## src/rtl/gene_net_pkg.sv

```systemverilog
// Shared types for the gene network trajectory analyzer.
// Holds the default state width, the analyzer FSM encoding and the step type.
// No logic; imported by the table and the analyzer.
package gene_net_pkg;

  localparam int W_DEFAULT = 8;

  typedef enum logic [1:0] {
    IDLE,
    TRACK,
    REPORT
  } attr_state_t;

  // One bit wider than the state so a full 2^W run never wraps.
  typedef logic [W_DEFAULT:0] step_t;

endpackage

```

## src/rtl/visit_table.sv

```systemverilog
// First-visit table: one visited bit and one W+1 bit step index per state.
// Combinational read of registered storage; writes land on the sampling edge.
// Bulk clear takes one cycle and wins over a same-cycle write.
module visit_table #(
  parameter int W = 8
) (
  input  logic         clk,
  input  logic         rst,
  input  logic         clr_i,
  input  logic         we_i,
  input  logic [W-1:0] waddr_i,
  input  logic [W:0]   wdata_i,
  input  logic [W-1:0] raddr_i,
  output logic         rvisited_o,
  output logic [W:0]   ridx_o
);

  localparam int N = 1 << W;

  logic [N-1:0] visited_q;
  logic [W:0]   idx_q [N];

  // Visited bits: the only state that needs clearing, since idx is read only behind a set bit.
  always_ff @(posedge clk or posedge rst) begin
    if (rst) begin
      visited_q <= '0;
    end else if (clr_i) begin
      visited_q <= '0;
    end else if (we_i) begin
      visited_q[waddr_i] <= 1'b1;
    end
  end

  // Step index storage, plain RAM without reset.
  always_ff @(posedge clk) begin
    if (we_i && !clr_i) begin
      idx_q[waddr_i] <= wdata_i;
    end
  end

  assign rvisited_o = visited_q[raddr_i];
  assign ridx_o     = idx_q[raddr_i];

endmodule

```

## src/rtl/attractor_analyzer.sv

```systemverilog
// Tracks a state trajectory and reports its attractor (entry, period, transient).
// One sample per cycle in TRACK; result appears the cycle after the first repeat.
// Result is held in REPORT until res_valid && res_ready; start always restarts.
module attractor_analyzer
  import gene_net_pkg::*;
#(
  parameter int W = W_DEFAULT
) (
  input  logic         clk,
  input  logic         rst,
  input  logic         start,
  input  logic         x_valid,
  input  logic [W-1:0] x,
  output logic         busy,
  output logic         res_valid,
  input  logic         res_ready,
  output logic         is_fixed,
  output logic [W:0]   period,
  output logic [W:0]   transient,
  output logic [W-1:0] attractor
);

  attr_state_t  state_q;
  logic [W:0]   step_q;
  logic         busy_q;
  logic         res_valid_q;
  logic         is_fixed_q;
  logic [W:0]   period_q;
  logic [W:0]   transient_q;
  logic [W-1:0] attractor_q;

  logic         hit_visited;
  logic [W:0]   hit_idx;
  logic         sample_en;
  logic         tbl_we;
  logic [W:0]   period_d;

  // A sample counts only in TRACK and never in the same cycle as start.
  assign sample_en = (state_q == TRACK) && x_valid && !start;
  assign tbl_we    = sample_en && !hit_visited;
  assign period_d  = step_q - hit_idx;

  visit_table #(.W(W)) u_visit_table (
    .clk        (clk),
    .rst        (rst),
    .clr_i      (start),
    .we_i       (tbl_we),
    .waddr_i    (x),
    .wdata_i    (step_q),
    .raddr_i    (x),
    .rvisited_o (hit_visited),
    .ridx_o     (hit_idx)
  );

  // Control FSM with step counter and registered result/status outputs.
  always_ff @(posedge clk or posedge rst) begin
    if (rst) begin
      state_q     <= IDLE;
      step_q      <= '0;
      busy_q      <= 1'b0;
      res_valid_q <= 1'b0;
      is_fixed_q  <= 1'b0;
      period_q    <= '0;
      transient_q <= '0;
      attractor_q <= '0;
    end else if (start) begin
      state_q     <= TRACK;
      step_q      <= '0;
      busy_q      <= 1'b1;
      res_valid_q <= 1'b0;
    end else begin
      case (state_q)
        TRACK: begin
          if (sample_en) begin
            if (hit_visited) begin
              attractor_q <= x;
              transient_q <= hit_idx;
              period_q    <= period_d;
              is_fixed_q  <= (period_d == (W+1)'(1));
              busy_q      <= 1'b0;
              res_valid_q <= 1'b1;
              state_q     <= REPORT;
            end else begin
              step_q <= step_q + 1'b1;
            end
          end
        end
        REPORT: begin
          if (res_ready) begin
            res_valid_q <= 1'b0;
            state_q     <= IDLE;
          end
        end
        default: begin
          state_q <= IDLE;
        end
      endcase
    end
  end

  assign busy      = busy_q;
  assign res_valid = res_valid_q;
  assign is_fixed  = is_fixed_q;
  assign period    = period_q;
  assign transient = transient_q;
  assign attractor = attractor_q;

endmodule

```

## config.mk

```make
export PLATFORM = sky130hd
export DESIGN_NAME = attractor_analyzer
export DESIGN_NICKNAME = d
export VERILOG_FILES = /design/src/rtl/gene_net_pkg.sv /design/src/rtl/visit_table.sv /design/src/rtl/attractor_analyzer.sv
export SDC_FILE = /design/constraint.sdc
export NUM_CORES = 2
export LEC_CHECK = 0
export CAP_MARGIN = 20
export CORE_UTILIZATION = 41
export CTS_CLUSTER_DIAMETER = 40
export CTS_CLUSTER_SIZE = 12
export DETAILED_ROUTE_END_ITERATION = 10
export HOLD_SLACK_MARGIN = 0.15
export PLACE_DENSITY_LB_ADDON = 0.3
export SYNTH_ARGS = -nofsm -noshare
export SYNTH_HDL_FRONTEND = slang
export SYNTH_SLANG_ARGS = --single-unit
```

## constraint.sdc

```tcl
create_clock -name clk -period 11.1 [get_ports clk]
set_input_delay 2.775 -clock clk [delete_from_list [all_inputs] [get_ports clk]]
set_output_delay 2.775 -clock clk [all_outputs]
set_load 0.02 [all_outputs]
```

==> key figures <==
Outcome
  – Outcome: finished clean

Finish
  – Final Instance Count excl. Fillers: approximately 9000
  – Final instance area: 120000 sq um
  – # fillers: slightly below 20000
  – Fraction of layout cells with a size suffix above 1: 0.325
  – Post-layout util: 0.486
  – Final nets: around 5200
  – Synthesis-to-layout area growth: 17.6%

Detailed routing
  – DR iter-0 viols: 6757
  – Mean routed wirelength per cell: between 30 and 40 um
  – Routed length on met1: about 110000 um
  – DR vias/cell: 5.98
  – Met3 wire length: between 20000 and 30000 um
  – Post-route ant nets: 0
  – DRT Pass-1 Iters: 7
  – Top layer in use: met5
  – Routed via count: 52300
  – Post-Route WL: ~280000 um
  – Remaining DRCs: 0
  – Routed wl met2: 130000 um

Floorplan
  – Die width: 501 um
  – # rows: 182
  – IO Pins: 42
  – Initial Util: 0.414
  – Core Area: 246000 sq um
  – Die ar.: 251000 sq um
  – Die height: 501 um

Hold path
  – Hold Path Depth: 1
  – Worst hold path type: reg -> reg

STA
  – RSZ-0062 raised after global routing: false
  – Post-layout min period: around 8200 ps
  – Tcrit/Tclk final: 0.737
  – Final WS setup: 2920 ps
  – Setup TNS: 0 ps
  – Fin Hold WS: about 470 ps
  – Final Setup Violations: 0
  – Least-Margin Pin Slew: ~1300 ps
  – F_max: 122 MHz
  – Rel. slew slack: 0.162
  – Final slew viol count: 0
  – Worst Skew: 73.9 ps
  – Final Hold Fails: 0

GRT
  – Antenna violations before repair: 9
  – Largest net degree at the start of global routing: roughly 200
  – Global-route wire length before repair: 401000 um
  – Number of global-route vias before repair: 52400
  – GRT overflow: 0
  – Overall routing resource usage: 0.226

Clocking
  – TritonCTS buffer count: 364
  – H-tree levels: 5
  – TritonCTS clock tree: done
  – Clk Latency, worst-skew pair: 970 ps
  – Post-CTS Resized: 0
  – Post-CTS Hold Fix Bufs: 0
  – Clk sink count: 2600
  – CTS root buf: clkbuf_16
  – Clock slew at reported path FFs: around 60 ps
  – Setup bufs post-CTS: 0
  – Clk buf depth: 4

Critical path
  – WP data arrival: 9020 ps
  – Worst EP required: 11950 ps
  – Crit. End Element: flip-flop
  – Crit path kind: in -> reg
  – R2R depth: 17
  – Critical path peak fanout: 52
  – CP Launch Type: input pin

Placement
  – Cells after DPL: 8068
  – Pre-CTS setup slack: 2090 ps
  – HPWL Detailed: about 170000 um
  – Area after DPL: 108000 sq um
  – GPL Wtd Cong: 0.894
  – # port buffers: slightly above 40

Logic synthesis
  – Synth area leader: edfxtp_1
  – Syn Nets: 4774
  – Synth Cell Area: 102000 sq um
  – Most instantiated cells after synthesis: edfxtp_1, mux4_2, dfrtp_1
  – Syn Area/Cell: 21.4 sq um
  – Synth warn: 0
  – Yosys reg bits: 2600
  – Post-synth EDFFs: roughly 2300
  – Synth unique cells: 70
  – Post-synthesis sequential area ratio: 0.752
  – Ranking of synthesized cells by area: edfxtp_1, mux4_2, dfrtp_1
  – Post-synth top area share: 0.679
  – Most common cell in the netlist: edfxtp_1
  – Primary FF master, synth: edfxtp_1
  – Fraction of registers with async set/reset: 0.114
  – Mapped Cells: 4751

Pwr
  – Maximum VDD drop: between 150 and 200 uV
  – Power, Total: 23.0 mW
  – PD cells: 192 nW/um^2
  – Leak Pwr: 42.0 nW

Run
  – MaxCap Viol Count: 0
## cells in the final DEF (no fill, tap or decap), types with 12 or more instances in the layout
cell                n
nor4_2             14
a21oi_1            25
clkbuf_8           16
buf_12             20
nand2_2            12
buf_2              24
buf_4             242
clkdlybuf4s50_1    32
nor3_1            127
inv_1              14
inv_6              39
mux2i_1            94
mux4_2            735
a22oi_1            45
nand2_1            61
clkinv_4           42
nand3_1            21
bufinv_16          33
a21o_1            226
clkinv_1           22
o21a_1             15
dfrtp_1           287
clkinv_2           40
o2bb2ai_1          17
nor2b_1            17
clkbuf_16         369
edfxtp_1         2304
clkinvlp_4         35
nor2_2             34
o21ai_0            24
clkbuf_1           43
mux2_2             27
nor3_2             17
o22ai_1            12
nor2_1            141
## sequential cells by signal, summed over array words and instances (netlist names), 2 cells and up
signal,flops
state_q,2
attractor,8
period,9
step_q,9
transient,9
u_visit_table.idx_q,2304
u_visit_table.visited_q,256
## cells by family (layout without fill, tap and decap cells)
logic type	Yosys count	in the layout	share of synthesized area
compound gates	447	447	0.0327
xor+xnor	10	10	0.000860
fa+ha+maj	10	10	0.00130
buf+inv	326	1009	0.0152
flops	2600	2600	0.752
mux	856	856	0.175
other cells	0	2	0
simple gates	502	502	0.0237
## per-layer routing
| metal | global-route usage | up-vias |
|---|---|---|
| met2 | 0.342 | 2837 |
| li1 | - | 20800 |
| met3 | 0.0502 | 579 |
| met4 | 0.0933 | 10 |
| met1 | 0.318 | 28100 |
| met5 | 0 | - |
## path summary, 6_finish.rpt
check | from | end | slack (ps)
max reg2reg | u_visit_table.idx_q[24][2]$_DFFE_PP_ | period[8]$_DFFE_PP0P_ | 5930
max in group asynchronous | rst | u_visit_table.visited_q[15]$_DFFE_PP0P_ | 7370
min reg2reg | u_visit_table.visited_q[232]$_DFFE_PP0P_ | u_visit_table.visited_q[232]$_DFFE_PP0P_ | 470
max | x[0] | period[8]$_DFFE_PP0P_ | 2920
min | u_visit_table.visited_q[232]$_DFFE_PP0P_ | u_visit_table.visited_q[232]$_DFFE_PP0P_ | 470
min in group asynchronous | rst | u_visit_table.visited_q[186]$_DFFE_PP0P_ | 2340
## worst max-delay path, stage by stage
cell      delay, ps
buf_8           480
buf_12          400
buf_4           480
mux4_2          570
mux4_2          560
a22oi_1         570
nand3_1         160
nor3_1          650
a21boi_0        390
ha_1            320
o21ai_0         120
a21boi_0        200
nor3_1          240
o21bai_1        120
a21oi_1         210
xnor2_1         110
xnor2_1         190
mux2_2          290
## power breakdown
part           total, mW  internal (mW)  switching (mW)  leakage (nW)
sequential          10.7           10.6          0.0575          26.0
combinational      0.904          0.306           0.598          10.2
clock               11.4           7.02            4.37          5.81
total               23.0           18.0            5.02          42.0
## area by class of cell
class / instances / area [sq um] / area share
clock inverters: 224 / 2420 / 0.0202
diodes: 2 / 5.00 / 0.0000418
inverters: 19 / 93.8 / 0.000783
clock buffers: 427 / 9600 / 0.0801
flip-flops and latches: 2600 / 76600 / 0.640
well taps: 3312 / 4140 / 0.0346
multi-input cells: 1825 / 24000 / 0.201
repair buffers: 339 / 2890 / 0.0241
(Power assumes the default switching activity.)
